`config.mk`:
```
export PLATFORM = sky130hd
export DESIGN_NAME = m8c_issp_seq
export DESIGN_NICKNAME = d
export VERILOG_FILES = /design/src/rtl/m8c_issp_seq.sv
export SDC_FILE = /design/constraint.sdc
export NUM_CORES = 1
export LEC_CHECK = 0
export CORE_MARGIN = 5
export CORE_UTILIZATION = 58
export DETAILED_ROUTE_END_ITERATION = 6
export PLACE_DENSITY = 0.75
export SYNTH_ARGS = -nofsm -noshare
export SYNTH_HDL_FRONTEND = slang
export SYNTH_SLANG_ARGS = --single-unit
```
`constraint.sdc`:
```
create_clock -name osc -period 7.8 [get_ports osc]
set_clock_uncertainty 0.1 [all_clocks]
set_input_delay 1.56 -clock osc [delete_from_list [all_inputs] [get_ports osc]]
set_output_delay 1.56 -clock osc [all_outputs]
set_load 0.05 [all_outputs]
```
`src/rtl/m8c_issp_seq.sv`:
```
// m8c_issp_seq: command sequencer for the M8C ISSP bit engine (osc domain).
// The host queues ISSP operations. They are dispatched back-to-back to the
// bit engine through a start/busy handshake. Masked SENDVEC read-backs are
// collected in a first-word fall-through result FIFO. A per-operation
// timeout detects a hung engine.
//
// Optional build macro: ISSP_SEQ_AUTOPWROFF_EN. When it is defined, a
// timeout first issues a PWROFF operation to the engine and then enters
// ERROR. When it is undefined, a timeout goes directly to ERROR.
//
// Ports:
//   osc, rst_n                    clock; synchronous active-low reset
//   q_wr, q_cmd, q_vec, q_mask    command queue push
//   q_full, q_level               command queue status
//   run, clr_err                  dispatch enable; clear errors / leave ERROR
//   eng_start, eng_cmd,
//   eng_vec, eng_mask             engine request (held until the next pop)
//   eng_busy, eng_invec           engine status and read-back vector
//   res_rd, res_data, res_empty   result FIFO pop, head and status
//   seq_idle                      IDLE state with an empty queue
//   err_timeout, err_overflow     sticky error flags
`timescale 1ns/1ps
module m8c_issp_seq #(
  parameter int unsigned QDEPTH_LOG2 = 3,
  parameter int unsigned RDEPTH_LOG2 = 2,
  parameter int unsigned TIMEOUT     = 24000
) (
  input  logic                   osc,
  input  logic                   rst_n,
  input  logic                   q_wr,
  input  logic [2:0]             q_cmd,
  input  logic [21:0]            q_vec,
  input  logic [21:0]            q_mask,
  output logic                   q_full,
  output logic [QDEPTH_LOG2:0]   q_level,
  input  logic                   run,
  input  logic                   clr_err,
  output logic                   eng_start,
  output logic [7:0]             eng_cmd,
  output logic [21:0]            eng_vec,
  output logic [21:0]            eng_mask,
  input  logic                   eng_busy,
  input  logic [21:0]            eng_invec,
  input  logic                   res_rd,
  output logic [21:0]            res_data,
  output logic                   res_empty,
  output logic                   seq_idle,
  output logic                   err_timeout,
  output logic                   err_overflow
);

  localparam int unsigned QPW    = QDEPTH_LOG2;
  localparam int unsigned QLW    = QDEPTH_LOG2 + 1;
  localparam int unsigned QDEPTH = 1 << QDEPTH_LOG2;
  localparam int unsigned RPW    = RDEPTH_LOG2;
  localparam int unsigned RLW    = RDEPTH_LOG2 + 1;
  localparam int unsigned RDEPTH = 1 << RDEPTH_LOG2;
  localparam int unsigned TW     = $clog2(TIMEOUT);

  localparam logic [2:0] CMD_POR     = 3'd1;
  localparam logic [2:0] CMD_PWROFF  = 3'd2;
  localparam logic [2:0] CMD_SENDVEC = 3'd3;
  localparam logic [2:0] CMD_EXEC    = 3'd4;

  typedef struct packed {
    logic [2:0]  cmd;
    logic [21:0] vec;
    logic [21:0] mask;
  } cmd_entry_t;

  typedef enum logic [2:0] {
    S_IDLE,
    S_ISSUE,
    S_WAIT_BUSY,
    S_WAIT_DONE,
    S_STORE,
    S_ERROR,
    S_PWROFF_ISSUE,
    S_PWROFF_WAIT
  } state_t;

`ifdef ISSP_SEQ_AUTOPWROFF_EN
  localparam state_t S_TOUT_NEXT = S_PWROFF_ISSUE;
`else
  localparam state_t S_TOUT_NEXT = S_ERROR;
`endif

  // Storage and state registers
  cmd_entry_t          r_qmem [QDEPTH];
  logic [QPW-1:0]      r_qwr, r_qrd;
  logic [QLW-1:0]      r_qlevel;
  logic [21:0]         r_rmem [RDEPTH];
  logic [RPW-1:0]      r_rwr, r_rrd;
  logic [RLW-1:0]      r_rlevel;
  state_t              r_state;
  logic [TW-1:0]       r_tcnt;
  logic                r_eng_start;
  logic [7:0]          r_eng_cmd;
  logic [21:0]         r_eng_vec, r_eng_mask;
  logic                r_q_full, r_res_empty, r_seq_idle;
  logic                r_err_tout, r_err_ovf;

  // Next-state / control wires
  state_t              w_state_nxt;
  cmd_entry_t          w_head;
  logic                w_cmd_valid, w_tout, w_q_empty, w_r_full;
  logic                w_q_push, w_q_pop, w_q_flush, w_q_ovf;
  logic                w_r_push, w_r_pop;
  logic                w_load, w_pwroff, w_tcnt_clr, w_tcnt_inc, w_set_tout;
  logic [QLW-1:0]      w_qlevel_nxt;
  logic [RLW-1:0]      w_rlevel_nxt;

  assign w_head      = r_qmem[r_qrd];
  assign w_cmd_valid = (w_head.cmd == CMD_POR) || (w_head.cmd == CMD_PWROFF) ||
                       (w_head.cmd == CMD_SENDVEC) || (w_head.cmd == CMD_EXEC);
  // The counter reaches TIMEOUT-1 on the same edge that flags the timeout.
  assign w_tout      = (r_tcnt == TW'(TIMEOUT - 2));
  assign w_q_empty   = (r_qlevel == '0);
  assign w_r_full    = (r_rlevel == RLW'(RDEPTH));
  assign w_q_push    = q_wr && !r_q_full && !w_q_flush;
  assign w_q_ovf     = q_wr && r_q_full;
  assign w_r_pop     = res_rd && (r_rlevel != '0);

  // FSM next-state and control decode
  always_comb begin
    w_state_nxt = r_state;
    w_q_pop     = 1'b0;
    w_q_flush   = 1'b0;
    w_r_push    = 1'b0;
    w_load      = 1'b0;
    w_pwroff    = 1'b0;
    w_tcnt_clr  = 1'b0;
    w_tcnt_inc  = 1'b0;
    w_set_tout  = 1'b0;
    case (r_state)
      S_IDLE: begin
        if (run && !w_q_empty) begin
          // Invalid codes are popped and dropped without a start pulse.
          w_q_pop = 1'b1;
          if (w_cmd_valid) begin
            w_load      = 1'b1;
            w_state_nxt = S_ISSUE;
          end
        end
      end
      S_ISSUE: begin
        w_tcnt_clr  = 1'b1;
        w_state_nxt = S_WAIT_BUSY;
      end
      S_WAIT_BUSY: begin
        w_tcnt_inc = 1'b1;
        if (eng_busy) begin
          w_state_nxt = S_WAIT_DONE;
        end else if (w_tout) begin
          w_set_tout  = 1'b1;
          w_state_nxt = S_TOUT_NEXT;
        end
      end
      S_WAIT_DONE: begin
        w_tcnt_inc = 1'b1;
        if (!eng_busy) begin
          if ((r_eng_cmd == 8'(CMD_SENDVEC)) && (r_eng_mask != '0))
            w_state_nxt = S_STORE;
          else
            w_state_nxt = S_IDLE;
        end else if (w_tout) begin
          w_set_tout  = 1'b1;
          w_state_nxt = S_TOUT_NEXT;
        end
      end
      S_STORE: begin
        // A pop in the same cycle frees the slot even when the FIFO is full.
        if (!w_r_full || w_r_pop) begin
          w_r_push    = 1'b1;
          w_state_nxt = S_IDLE;
        end
      end
      S_ERROR: begin
        if (clr_err) begin
          w_q_flush   = 1'b1;
          w_state_nxt = S_IDLE;
        end
      end
`ifdef ISSP_SEQ_AUTOPWROFF_EN
      S_PWROFF_ISSUE: begin
        w_tcnt_clr  = 1'b1;
        w_state_nxt = S_PWROFF_WAIT;
      end
      S_PWROFF_WAIT: begin
        w_tcnt_inc = 1'b1;
        if (!eng_busy || w_tout)
          w_state_nxt = S_ERROR;
      end
`endif
      default: w_state_nxt = S_IDLE;
    endcase
`ifdef ISSP_SEQ_AUTOPWROFF_EN
    if (w_set_tout)
      w_pwroff = 1'b1;
`endif
  end

  // Occupancy next values
  always_comb begin
    w_qlevel_nxt = r_qlevel;
    if (w_q_flush)
      w_qlevel_nxt = '0;
    else if (w_q_push && !w_q_pop)
      w_qlevel_nxt = r_qlevel + QLW'(1);
    else if (w_q_pop && !w_q_push)
      w_qlevel_nxt = r_qlevel - QLW'(1);

    w_rlevel_nxt = r_rlevel;
    if (w_r_push && !w_r_pop)
      w_rlevel_nxt = r_rlevel + RLW'(1);
    else if (w_r_pop && !w_r_push)
      w_rlevel_nxt = r_rlevel - RLW'(1);
  end

  // State, pointers, counters and registered outputs
  always_ff @(posedge osc) begin
    if (!rst_n) begin
      r_state     <= S_IDLE;
      r_qwr       <= '0;
      r_qrd       <= '0;
      r_qlevel    <= '0;
      r_rwr       <= '0;
      r_rrd       <= '0;
      r_rlevel    <= '0;
      r_tcnt      <= '0;
      r_eng_start <= 1'b0;
      r_eng_cmd   <= '0;
      r_eng_vec   <= '0;
      r_eng_mask  <= '0;
      r_q_full    <= 1'b0;
      r_res_empty <= 1'b1;
      r_seq_idle  <= 1'b1;
      r_err_tout  <= 1'b0;
      r_err_ovf   <= 1'b0;
    end else begin
      r_state <= w_state_nxt;

      if (w_q_flush) begin
        r_qrd <= r_qwr;
      end else begin
        if (w_q_push) r_qwr <= r_qwr + QPW'(1);
        if (w_q_pop)  r_qrd <= r_qrd + QPW'(1);
      end
      r_qlevel <= w_qlevel_nxt;

      if (w_r_push) r_rwr <= r_rwr + RPW'(1);
      if (w_r_pop)  r_rrd <= r_rrd + RPW'(1);
      r_rlevel <= w_rlevel_nxt;

      if (w_tcnt_clr)
        r_tcnt <= '0;
      else if (w_tcnt_inc)
        r_tcnt <= r_tcnt + TW'(1);

      r_eng_start <= (w_state_nxt == S_ISSUE) || (w_state_nxt == S_PWROFF_ISSUE);
      if (w_load) begin
        r_eng_cmd  <= 8'(w_head.cmd);
        r_eng_vec  <= w_head.vec;
        r_eng_mask <= w_head.mask;
      end else if (w_pwroff) begin
        r_eng_cmd  <= 8'(CMD_PWROFF);
      end

      r_q_full    <= (w_qlevel_nxt == QLW'(QDEPTH));
      r_res_empty <= (w_rlevel_nxt == '0);
      r_seq_idle  <= (w_state_nxt == S_IDLE) && (w_qlevel_nxt == '0);

      if (w_set_tout)   r_err_tout <= 1'b1;
      else if (clr_err) r_err_tout <= 1'b0;
      if (w_q_ovf)      r_err_ovf  <= 1'b1;
      else if (clr_err) r_err_ovf  <= 1'b0;
    end
  end

  // FIFO storage arrays (contents need no reset)
  always_ff @(posedge osc) begin
    if (w_q_push) r_qmem[r_qwr] <= '{cmd: q_cmd, vec: q_vec, mask: q_mask};
    if (w_r_push) r_rmem[r_rwr] <= eng_invec;
  end

  assign q_full       = r_q_full;
  assign q_level      = r_qlevel;
  assign eng_start    = r_eng_start;
  assign eng_cmd      = r_eng_cmd;
  assign eng_vec      = r_eng_vec;
  assign eng_mask     = r_eng_mask;
  assign res_data     = r_res_empty ? '0 : r_rmem[r_rrd];
  assign res_empty    = r_res_empty;
  assign seq_idle     = r_seq_idle;
  assign err_timeout  = r_err_tout;
  assign err_overflow = r_err_ovf;

endmodule
```
# Word level (Yosys, flattened, before mapping)
# Memories as Yosys holds them, arrays and structs flattened. A register that Yosys moved wholly into a read port is not among the register bits.
# Index checks and enable logic that the tools add are counted.
[word_totals]
reg_bits = 88
latch_bits = 0
ramBits = 464
mem_bits_ro = 0
input_bits = 76
out_inout_bits = 84
n_memories = 2
[memory_table]
columns = ["memory", "words", "width", "rd", "rd_ports_with_merged_regs", "wr", "line_no", "rtl"]
rows = [
  ["r_qmem", 8, 47, 1, 1, 1, "89", "cmd_entry_t r_qmem [QDEPTH];"],
  ["r_rmem", 4, 22, 1, 1, 1, "92", "logic [21:0] r_rmem [RDEPTH];"],
]
[classes]
addsub = 9
multipliers = 0
n_div = 0
order_cmp = 0
eq_ne = 15
shifts = 0
muxes = 43
bitwise = 2
reduce_logical = 37
[ops]
columns = ["operator", "n"]
rows = [
  ["2-to-1 mux 3 bit", 14],
  ["2-to-1 mux 22 bit", 1],
  ["nonzero test 22 bit", 1],
  ["2-to-1 mux 1 bit", 21],
  ["case mux 3 bit (6 select lines)", 1],
  ["adder 15 x 1 -> 15 bit, second input constant", 1],
  ["== test 15 bit, second input constant", 1],
  ["== test 3 x 2 -> 1 bit, second input constant", 5],
  ["== test 3 bit, second input constant", 5],
  ["2-to-1 mux 4 bit", 3],
  ["logical AND 1 bit", 11],
  ["adder 3 x 1 -> 3 bit, second input constant", 3],
  ["== test 3 x 1 -> 1 bit, second input constant", 3],
  ["logical NOT 3 bit", 3],
  ["logical NOT 1 bit", 8],
  ["logical NOT 4 bit", 2],
  ["nonzero test 2 bit", 3],
  ["logical OR 1 bit", 5],
  ["adder 2 x 1 -> 2 bit, second input constant", 2],
  ["adder 4 x 1 -> 4 bit, second input constant", 1],
  ["== test 4 bit, second input constant", 1],
  ["2-to-1 mux 2 bit", 2],
  ["OR reduction 2 bit", 2],
  ["subtractor 4 x 1 -> 4 bit, second input constant", 1],
  ["other kinds (5)", 6],
]

# Longest topological paths before layout
# Gate-level depths: netlist of run 1.
[logic_depth]
depth_word = 11
depth_mapped = 9

# Worst setup path before layout of run 1
# Ideal clock, no wire load.
[synth_path]
path_type = "input to register"
start = "input clr_err"
end = "memory r_qmem[0][0] (netlist bit), enable pin"
setup_ps = 569
t_arrival_ps = 6585
required_time_ps = 7131
setup_slack_ps = 546
cell_stages = 4
path_buffers = 1
cell_sequence = "nand4b_1 -> nand2_1 -> clkbuf_1 -> nor4_1"
[synth_between]
elab_chain_len = 6
[synth_rtl]
columns = ["item", "line_no", "rtl"]
rows = [
  ["from (decl)", "37", "input logic clr_err,"],
  ["2-to-1 mux 1 bit", "179", "if (clr_err) begin"],
  ["2-to-1 mux 1 bit", "135", "case (r_state)"],
  ["logical NOT 1 bit", "120", "assign w_q_push = q_wr && !r_q_full && !w_q_flush;"],
  ["logical AND 1 bit", "120", ""],
  ["2-to-1 mux 1 bit", "282", "if (w_q_push) r_qmem[r_qwr] <= '{cmd: q_cmd, vec: q_vec, mask: q_mask};"],
  ["2-to-1 mux 1 bit (implied by the code)", "282", ""],
  ["to (decl)", "89", ""],
]
# No other way between the ends.

# Worst setup path in the final report of run 1
[layout_path]
start = "input run"
end = "register r_eng_vec[7] (netlist: eng_vec[7])"
[layout_between]
elab_chain_len = 3
[layout_rtl]
columns = ["item", "line_no", "rtl"]
rows = [
  ["from (decl)", "36", "input logic run,"],
  ["logical AND 1 bit", "137", "if (run && !w_q_empty) begin"],
  ["2-to-1 mux 1 bit", "137", ""],
  ["2-to-1 mux 1 bit", "135", ""],
  ["to (signal assigned)", "263", "r_eng_vec <= w_head.vec;"],
  ["to (decl)", "99", "logic [21:0] r_eng_vec, r_eng_mask;"],
]
# No other way between the ends.
# A chain may end at the register's enable or synchronous reset.

==> results of run 1 <==
[layer usage]
metal	global-route usage	vias up	wire, um
li1	-	4851	-
met1	0.295	5528	17800
met2	0.346	315	21100
met3	0.0461	33	2740
met4	0.0361	2	437
met5	0	-	20
[final cells by class]
| cell class | count | share of cell area |
|---|---|---|
| multi-input combinational | 506 | 0.209 |
| sequential | 557 | 0.629 |
| clock buffer | 82 | 0.0604 |
| tap | 468 | 0.0233 |
| antenna | 1 | 0.0000996 |
| inverter | 9 | 0.00135 |
| timing repair buffer | 172 | 0.0668 |
| clock inverter | 19 | 0.00962 |
[cell usage in the layout (no fill, tap or decap), drive strengths merged, types with 5 or more instances in the layout]
cell / instances
edfxtp: 464
clkdlybuf4s50: 154
mux4: 116
dfxtp: 93
nor2: 88
clkbuf: 82
mux2i: 51
a211oi: 49
nor2b: 28
nand2: 23
buf: 18
a21oi: 16
xor2: 14
ha: 13
clkinv: 12
inv: 10
xnor2: 9
nor3: 9
and3: 8
nand2b: 7
nand4: 7
nand3: 7
and2: 7
bufinv: 6
nor4: 6
o21ai: 5
conb: 5
[stage by stage]
stage / utilization / std cells / hold slack [ns]
2_1_floorplan: - / 1133 / 0.358
3_3_place_gp: 0.641 / 1712 / 0.356
3_5_place_dp: 0.641 / 1712 / 0.358
4_1_cts: 0.689 / 1813 / 0.377
5_1_grt: 0.689 / 1813 / 0.413
6_report: 0.689 / 1814 / 0.375
[state kept, by name (all words and copies together) (netlist names), 3 cells and up, named ones only]
register,cells
r_qwr,3
eng_cmd,3
r_qrd,3
r_qmem,376
r_rlevel,3
eng_vec,22
r_tcnt,15
q_level,4
r_rmem,88
r_state,3
eng_mask,22
[worst min path at each step]
| stage | start | end | slack, ns | cells after the start |
|---|---|---|---|---|
| finish | err_overflow$_SDFFE_PN0P_ | err_overflow$_SDFFE_PN0P_ | 0.38 | 2 |
| global route | r_tcnt[5]$_SDFFE_PP0P_ | r_tcnt[5]$_SDFFE_PP0P_ | 0.41 | 2 |
| CTS | err_overflow$_SDFFE_PN0P_ | err_overflow$_SDFFE_PN0P_ | 0.38 | 2 |
| detailed placement | err_overflow$_SDFFE_PN0P_ | err_overflow$_SDFFE_PN0P_ | 0.36 | 2 |
| global placement | err_overflow$_SDFFE_PN0P_ | err_overflow$_SDFFE_PN0P_ | 0.36 | 2 |
| floorplan | r_tcnt[5]$_SDFFE_PP0P_ | r_tcnt[5]$_SDFFE_PP0P_ | 0.36 | 2 |
[kinds of logic after synthesis]
group,after synthesis
compound gates,85
xor+xnor,23
fa+ha+maj,13
buf+inv,70
flops,557
mux,169
other cells,1
simple gates,211
[worst max-delay path: stages]
cell and delay [ns]:
clkdlybuf4s50_1 0.48, or4b_1 0.50, a21oi_1 0.77, nand2_1 0.24, mux2i_4 0.77, buf_4 0.72, nor2_1 0.08, a211oi_1 0.27
[power by group through the flow]
| stage | Combinational [uW] | Clock (uW) | Sequential (uW) |
|---|---|---|---|
| floorplan | 1130 | 0 | 3900 |
| global placement | 1860 | 0 | 3720 |
| detailed placement | 1890 | 0 | 3720 |
| CTS | 1910 | 2620 | 3670 |
| global route | 2010 | 2760 | 3690 |
| finish | 1880 | 2570 | 3660 |
==> out/results.tsv, run 1 <==
stage	metric	value	unit
sta	tightest_slew	1.07	ns
grt	gr-total-overflow	0	
worst_setup_path	crit_fanout	64	
grt	grtUsageTotal	0.209	
yosys	synthXorXnorAreaFrac	0.00947	
sta	final-setup-viol-count	0	
clocking	ctsResizeCount	0	
yosys	synth_area_leaders	edfxtp_1 66%, mux4_2 12%, dfxtp_1 8.8%, mux2i_1 2.4%, a211oi_1 1.7%	
worst_setup_path	worstPathArrival	5.43	ns
clocking	clk_latency	0.59	ns
yosys	synth_top_family_by_area	multiplexers	
yosys	synthArstFlopShare	0	
route	remaining_drc_errors	0	
sta	setup-tns-final	0	ns
finish	fill_cells	2354	
clocking	cts_root_buffer	clkbuf_16	
yosys	ys_ff_latch	557	
worst_setup_path	worstRegToRegCells	7	
yosys	yosys_warnings	0	
yosys	syn_area_per_cell	18.8	sq um
yosys	synth_compound_area_frac	0.0281	
finish	stdcell_area	0.0251	sq mm
yosys	syn_inst	1129	
yosys	synth_enable_flop_cells	464	
yosys	synthDistinctLibCells	53	
route	drtIter0Drc	785	
power_and_ir_drop	p_switching	2330	uW
sta	hold_viol	0	
worst_setup_path	worstSetupEndpointType	flop	
placement	place_area	0.0234	sq mm
power_and_ir_drop	powerDensity	323	mW/mm^2
yosys	synth_top_area_frac	0.655	
flow_run	maxCapViolCount	0	
clocking	cts_num_sinks	557	
floorplan	coreArea	0.0364	sq mm
finish	seqCellArea	0.0158	sq mm
worst_setup_path	startpoint	run	
grt	grt_pass1_vias	11153	
floorplan	io_pins	160	
floorplan	dieWidth	201	um
sta	slew_headroom	0.284	
placement	hpwl	23200	um
yosys	yosysMostFrequentCell	edfxtp_1	
power_and_ir_drop	p_sw_frac	0.288	
power_and_ir_drop	ir_worst_vdd	0.250	mV
power_and_ir_drop	combPwrFrac	0.232	
yosys	synthMuxAreaShare	0.148	
sta	rsz0062_at_grt	no	
worst_setup_path	startpoint_type	primary input	
floorplan	dieHeight	201	um
yosys	synth_top_area_cell	edfxtp_1	
sta	final.period_utilization	0.647	
finish	multiInputGateArea	0.00525	sq mm
finish	fin_nets	1389	
worst_setup_path	rrSetupSlack	3.56	ns
clocking	clkTransAtPathRegs	0.06	ns
placement	port_buffers	154	
route	drt.antenna.violating_nets	0	
power_and_ir_drop	seq_power_share	0.451	
power_and_ir_drop	finalPower	8110	uW
sta	max_freq	0.198	GHz
yosys	seq_area_frac_synth	0.743	
worst_setup_path	cp.required	8.18	ns
power_and_ir_drop	power.internal	5780	uW
worst_setup_path	reg2reg_to	eng_vec[7]$_SDFFE_PN0P_	
floorplan	die-area	0.0406	sq mm
status	status	finished, final reports clean	
route	dr.pass1.iters	5	
yosys	netlist_area	0.0213	sq mm
route	wire_per_inst	23.2	um
worst_setup_path	endpoint	eng_vec[7]$_SDFFE_PN0P_	
route	finalWirelength	42200	um
placement	dpl_worst_slack	2.21	ns
route	via_count	10729	
min_path	hold_path_class	reg2reg	
clocking	numCtsBuffers	54	
yosys	synth_top_cells_by_count	464 x edfxtp_1, 116 x mux4_2, 93 x dfxtp_1	
finish	area_growth	18.1	%
grt	antenna_found_initial	1	
yosys	yosys.area_share.simple	0.0499	
finish	drive_gt1_frac	0.170	
route	viasPerCell	5.91	
power_and_ir_drop	p_leak	0.00787	uW
clocking	ctsHtreeMaxLevel	2	
placement	place.gp.congestion	0.721	
floorplan	initial_core_util	0.584	
yosys	synth_fa_ha_area_frac	0.00765	
sta	fin_crit	5.05	ns
grt	grt_pass1_wl	65500	um
yosys	synth_flop_cell	edfxtp_1	
sta	setup_slack	2.75	ns
clocking	cts_tree	done	
floorplan	row_count	70	
clocking	post_cts_buffers	0	
worst_setup_path	crit_type	in2reg	
clocking	clockBufferDepth	3	
sta	finalMaxSlewViolations	0	
grt	grt_max_degree	65	
clocking	postCtsHoldBufs	0	
power_and_ir_drop	pwr-share-clk	0.317	
Note: power is estimated with default switching activity, not from simulation.
==> run 2: changes to the inputs <==
==> constraint.sdc (replaced) <==
create_clock -name osc -period 4.72 [get_ports osc]
set_clock_uncertainty 0.1 [all_clocks]
set_input_delay 0.944 -clock osc [delete_from_list [all_inputs] [get_ports osc]]
set_output_delay 0.944 -clock osc [all_outputs]
set_load 0.05 [all_outputs]
==> run 2 against run 1 <==
Utilization rose by 0.43 points. Register-to-register slack got worse by 2.2 ns. Flip-flop and latch count did not move. Setup slack got worse by 2.0 ns. Sequential share of layout area fell by 0.39 points. Largest cell class unchanged. First-iteration DRC count fell by 13%.
==> out/results.tsv, run 2 (synthesis gave the netlist of run 1 again) <==
stage	metric	value	unit
worst_setup_path	worstSetupEndpointType	primary output	
power_and_ir_drop	powerDensity	533	mW/mm^2
worst_setup_path	crit_family	buffers and inverters	
power_and_ir_drop	seq_power_share	0.446	
floorplan	dieWidth	201	um
power_and_ir_drop	p_switching	3930	uW
finish	top_regs	r_qmem x376, r_rmem x88	
worst_setup_path	crit_path_max_incr_delay	0.75	ns
clocking	post_cts_buffers	0	
floorplan	die-area	0.0406	sq mm
grt	antenna_found_initial	3	
finish	final_cell_mix	464 x edfxtp_1, 154 x clkdlybuf4s50_1, 116 x mux4_2, 90 x dfxtp_1, 84 x nor2_1	
floorplan	io_pins	160	
grt	grtUsageTotal	0.212	
floorplan	initial_core_util	0.584	
worst_setup_path	crit_type	reg2out	
route	viasPerCell	5.98	
clocking	clockBufferDepth	3	
placement	hpwl	25500	um
clocking	cts_tree	done	
min_path	hold_path_class	reg2reg	
clocking	clk_latency	0.60	ns
floorplan	coreArea	0.0364	sq mm
min_path	hold_end	err_overflow$_SDFFE_PN0P_	
power_and_ir_drop	combPwrFrac	0.239	
placement	place.gp.congestion	0.786	
sta	final-setup-viol-count	0	
clocking	numCtsBuffers	53	
route	dr.pass1.iters	4	
min_path	hold_start	err_overflow$_SDFFE_PN0P_	
clocking	ctsResizeCount	0	
sta	setup_slack	0.735	ns
sta	max_freq	0.251	GHz
worst_setup_path	rrSetupSlack	1.36	ns
sta	rsz0062_at_grt	no	
worst_setup_path	slowest_stage	clkdlybuf4s50_1	
sta	final.period_utilization	0.844	
sta	fin_crit	3.98	ns
flow_run	maxCapViolCount	0	
power_and_ir_drop	ir_worst_vdd	0.377	mV
clocking	postCtsHoldBufs	0	
clocking	cts_root_buffer	clkbuf_16	
sta	finalMaxSlewViolations	0	
clocking	ctsHtreeMaxLevel	2	
worst_setup_path	crit_fanout	19	
sta	setup-tns-final	0	ns
route	via_count	10907	
worst_setup_path	reg2reg_to	eng_vec[3]$_SDFFE_PN0P_	
grt	gr-total-overflow	0	
worst_setup_path	cp.required	3.68	ns
route	remaining_drc_errors	0	
sta	slew_headroom	0.402	
min_path	hold_depth	2	
finish	layout_commonest_cell	edfxtp_1	
power_and_ir_drop	power.internal	9530	uW
placement	dpl_worst_slack	0.969	ns
sta	tightest_slew	0.896	ns
worst_setup_path	path_cells	buf_4, mux4_2, nor2b_1, clkdlybuf4s50_1	
placement	port_buffers	154	
route	drtIter0Drc	682	
finish	final_util	0.694	
route	drt.antenna.violating_nets	0	
finish	fin_nets	1401	
grt	grt_pass1_wl	66700	um
route	wire_per_inst	23.3	um
route	finalWirelength	42500	um
finish	top_register	r_qmem	
grt	grt_pass1_vias	11336	
floorplan	dieHeight	201	um
power_and_ir_drop	p_leak	0.00794	uW
clocking	clkTransAtPathRegs	0.06	ns
finish	area_growth	18.8	%
status	status	finished, final reports clean	
worst_setup_path	worstRegToRegCells	7	
finish	drive_gt1_frac	0.183	
worst_setup_path	crit_buf_inv	2	
worst_setup_path	startpoint_type	flop	
sta	hold_viol	0	
power_and_ir_drop	p_sw_frac	0.292	
floorplan	row_count	70	
clocking	cts_num_sinks	557	
worst_setup_path	worstPathArrival	2.94	ns
finish	largest_reg_flops	376	
grt	grt_max_degree	61	
power_and_ir_drop	pwr-share-clk	0.315	
==> run 2: cell types whose count changed in the layout (fill, tap and decap cells not counted), sizes merged <==
cell,before,now
buf,18,31
inv,10,9
bufinv,6,4
clkinv,12,11
clkbuf,82,80
clkinvlp,0,4
==> run 2: tightest hold or removal path: cells and delay by family (launching register included) <==
family | cells | cell delay, ns
simple gates | 1 | 0.06
flops | 1 | 0.31
compound gates | 1 | 0.05
==> run 2: area by class of cell <==
type | count | area (sq um)
diodes | 1 | 2.50
clock inverters | 19 | 209
clock buffers | 80 | 1570
well taps | 468 | 586
multi-input cells | 506 | 5260
fillers | 2305 | 11200
flip-flops and latches | 557 | 15800
inverters | 9 | 33.8
repair buffers | 185 | 1800
==> run 2: stage by stage <==
step,instances,hold WS [ns],area [sq um],power (uW)
finish,1825,0.370,25300,13500
global route,1824,0.416,25300,14000
CTS,1824,0.381,25300,13600
detailed placement,1725,0.370,23500,9340
global placement,1725,0.355,23500,9270
floorplan,1133,0.358,21300,8320
==> run 2: power by group through the flow <==
stage	Clock, uW	Combinational, uW	Sequential (uW)
global route	4540	3450	6050
finish	4250	3220	6000
floorplan	0	1870	6440
global placement	0	3170	6100
detailed placement	0	3230	6110
CTS	4320	3250	6010
==> run 2: how the worst max path moves through the flow <==
stage / from / end / slack (ns) / cells after the start
floorplan: clr_err / r_qmem[2][0]$_DFFE_PP_ / -0.67 / 4
global placement: run / eng_start$_SDFF_PN0_ / 1.03 / 9
detailed placement: run / eng_start$_SDFF_PN0_ / 0.97 / 9
CTS: flop / res_data[11] / 0.65 / 4
global route: flop / res_data[20] / 0.53 / 4
finish: flop / res_data[20] / 0.74 / 4
==> run 2: layer usage <==
metal / wire [um] / track usage / up-vias
met4: 785 / 0.0522 / 4
met3: 2860 / 0.0454 / 61
met2: 20900 / 0.346 / 385
met1: 18000 / 0.301 / 5585
met5: 23 / 0 / -
li1: - / - / 4872
==> run 3: changes to the inputs <==
--- a/config.mk
+++ b/config.mk
@@ -6,9 +6,9 @@
 export NUM_CORES = 1
 export LEC_CHECK = 0
 export CORE_MARGIN = 5
-export CORE_UTILIZATION = 58
+export CORE_UTILIZATION = 52
 export DETAILED_ROUTE_END_ITERATION = 6
-export PLACE_DENSITY = 0.75
+export PLACE_DENSITY = 0.71
 export SYNTH_ARGS = -nofsm -noshare
 export SYNTH_HDL_FRONTEND = slang
 export SYNTH_SLANG_ARGS = --single-unit
==> constraint.sdc (replaced) <==
create_clock -name osc -period 3.45 [get_ports osc]
set_clock_uncertainty 0.1 [all_clocks]
set_input_delay 0.69 -clock osc [delete_from_list [all_inputs] [get_ports osc]]
set_output_delay 0.69 -clock osc [all_outputs]
set_load 0.05 [all_outputs]
==> run 3 against run 2 <==
Critical path depth did not move. Die area increased by 11%. Critical path type unchanged. Total power grew 37%. Combinational power rose by 40%. Highest routed layer unchanged. Count of clock-buffer cells in the layout fell by 6. Final area grew 0.68%. Via count fell by 0.35%. Worst hold slack improved by 0.0038 ns. Clock power up 37%.
==> out/results.tsv, run 3 (synthesis gave the netlist of run 1 again) <==
stage	metric	value	unit
floorplan	row_count	74	
finish	drive_gt1_frac	0.201	
power_and_ir_drop	p_switching	5430	uW
route	drtIter0Drc	831	
grt	grt_pass1_wl	66400	um
route	finalWirelength	43100	um
floorplan	dieHeight	212	um
power_and_ir_drop	pwr-share-clk	0.316	
worst_setup_path	slowest_stage	mux4_2	
sta	final.period_utilization	0.879	
clocking	ctsHtreeMaxLevel	2	
clocking	clk_latency	0.60	ns
worst_setup_path	crit_fanout	22	
power_and_ir_drop	p_leak	0.00803	uW
floorplan	io_pins	160	
flow_run	maxCapViolCount	0	
sta	hold_viol	0	
power_and_ir_drop	powerDensity	726	mW/mm^2
grt	grt_pass1_vias	11265	
grt	gr-total-overflow	0	
finish	top_regs	r_qmem x376, r_rmem x88	
sta	fin_crit	3.03	ns
clocking	cts_root_buffer	clkbuf_16	
placement	dpl_worst_slack	0.184	ns
clocking	clkTransAtPathRegs	0.06	ns
sta	rsz0062_at_grt	no	
route	via_count	10869	
sta	finalMaxSlewViolations	0	
clocking	clockBufferDepth	3	
clocking	cts_num_sinks	557	
finish	stdcell_area	0.0254	sq mm
placement	place.gp.congestion	0.771	
placement	place_area	0.0237	sq mm
power_and_ir_drop	ir_worst_vdd	0.627	mV
power_and_ir_drop	p_sw_frac	0.294	
floorplan	die-area	0.0450	sq mm
worst_setup_path	worstSetupEndpointType	primary output	
finish	fill_cells	2797	
sta	holdWs	0.374	ns
finish	area_growth	19.7	%
min_path	hold_depth	2	
finish	largest_reg_flops	376	
grt	grtUsageTotal	0.194	
finish	final_cell_mix	464 x edfxtp_1, 132 x clkdlybuf4s50_1, 116 x mux4_2, 90 x dfxtp_1, 84 x nor2_1	
worst_setup_path	path_cells	buf_4, mux4_2, nor2b_1, buf_4	
finish	top_register	r_qmem	
sta	tightest_slew	0.932	ns
clocking	cts_tree	done	
worst_setup_path	rrSetupSlack	0.50	ns
finish	layout_commonest_cell	edfxtp_1	
sta	final-setup-viol-count	0	
worst_setup_path	crit_type	reg2out	
clocking	numCtsBuffers	55	
route	wire_per_inst	22.7	um
status	status	finished, final reports clean	
placement	hpwl	24400	um
floorplan	initial_core_util	0.523	
power_and_ir_drop	seq_power_share	0.440	
floorplan	coreArea	0.0406	sq mm
sta	setup_slack	0.417	ns
worst_setup_path	worstRegToRegCells	7	
route	drt.antenna.violating_nets	0	
worst_setup_path	worstPathArrival	2.24	ns
route	remaining_drc_errors	0	
placement	port_buffers	154	
sta	max_freq	0.330	GHz
min_path	hold_path_class	reg2reg	
sta	slew_headroom	0.379	
grt	grt_max_degree	57	
worst_setup_path	startpoint_type	flop	
grt	antenna_found_initial	6	
worst_setup_path	cp.required	2.66	ns
power_and_ir_drop	combPwrFrac	0.244	
clocking	post_cts_buffers	0	
route	viasPerCell	5.74	
clocking	postCtsHoldBufs	0	
worst_setup_path	crit_path_max_incr_delay	0.55	ns
clocking	ctsResizeCount	0	
power_and_ir_drop	power.internal	13000	uW
floorplan	dieWidth	212	um
finish	fin_nets	1404	
finish	final_util	0.626	
worst_setup_path	path_common_cell	buf_4	
route	dr.pass1.iters	5	
==> run 3: cell count changes in the layout (fill, tap and decap cells not counted), moves of 4 or more <==
cell / previous run / this run
clkdlybuf4s50_1: 154 / 132
buf_4: 29 / 43
buf_12: 2 / 11
clkbuf_8: 12 / 4
clkinv_2: 4 / 11
clkbuf_16: 54 / 58
clkinv_1: 6 / 10
==> run 3: metrics by stage <==
step,cells,total power (uW),TNS (ns)
after global placement,1790,12800,0
final,1894,18500,0
after CTS,1893,18700,0
after global routing,1893,19300,0
after detailed placement,1790,12800,0
after floorplan,1133,11400,-111.90
==> run 3: final cells by class <==
cell class | instances | area [sq um] | area share
Antenna cell | 1 | 2.50 | 0.0000984
Clock buffer | 74 | 1550 | 0.0610
Clock inverter | 29 | 235 | 0.00925
Inverter | 9 | 33.8 | 0.00133
Multi-Input combinational cell | 506 | 5280 | 0.208
Sequential cell | 557 | 15800 | 0.621
Tap cell | 532 | 666 | 0.0262
Timing Repair Buffer | 186 | 1860 | 0.0733
==> run 3: final timing paths <==
| path | start | end |
|---|---|---|
| hold / removal | err_timeout$_SDFFE_PN0P_ | err_timeout$_SDFFE_PN0P_ |
| hold reg to reg | err_timeout$_SDFFE_PN0P_ | err_timeout$_SDFFE_PN0P_ |
| setup / recovery | flop | res_data[3] |
| setup reg to reg | flop | eng_mask[10]$_SDFFE_PN0P_ |
==> run 3: power groups by stage <==
stage	combinational, uW	sequential [uW]	clock [uW]
2_1_floorplan	2570	8810	0
3_3_place_gp	4490	8270	0
3_5_place_dp	4550	8280	0
4_1_cts	4580	8140	5970
5_1_grt	4860	8190	6270
6_report	4510	8130	5820
==> run 3: per-layer routing <==
layer,global-route usage,part of all wire,up-vias
met4,0.0444,0.017,10
met5,0,0.0013,-
met1,0.275,0.44,5642
li1,-,-,4871
met2,0.310,0.48,279
met3,0.0471,0.062,67
==> run 3: worst max-delay path: cells and delay by family (launching register included) <==
| family | cells | cell delay (ns) |
|---|---|---|
| buffers and inverters | 2 | 0.60 |
| flip-flops | 1 | 0.31 |
| multiplexers | 1 | 0.55 |
| AND/OR/NAND/NOR | 1 | 0.17 |
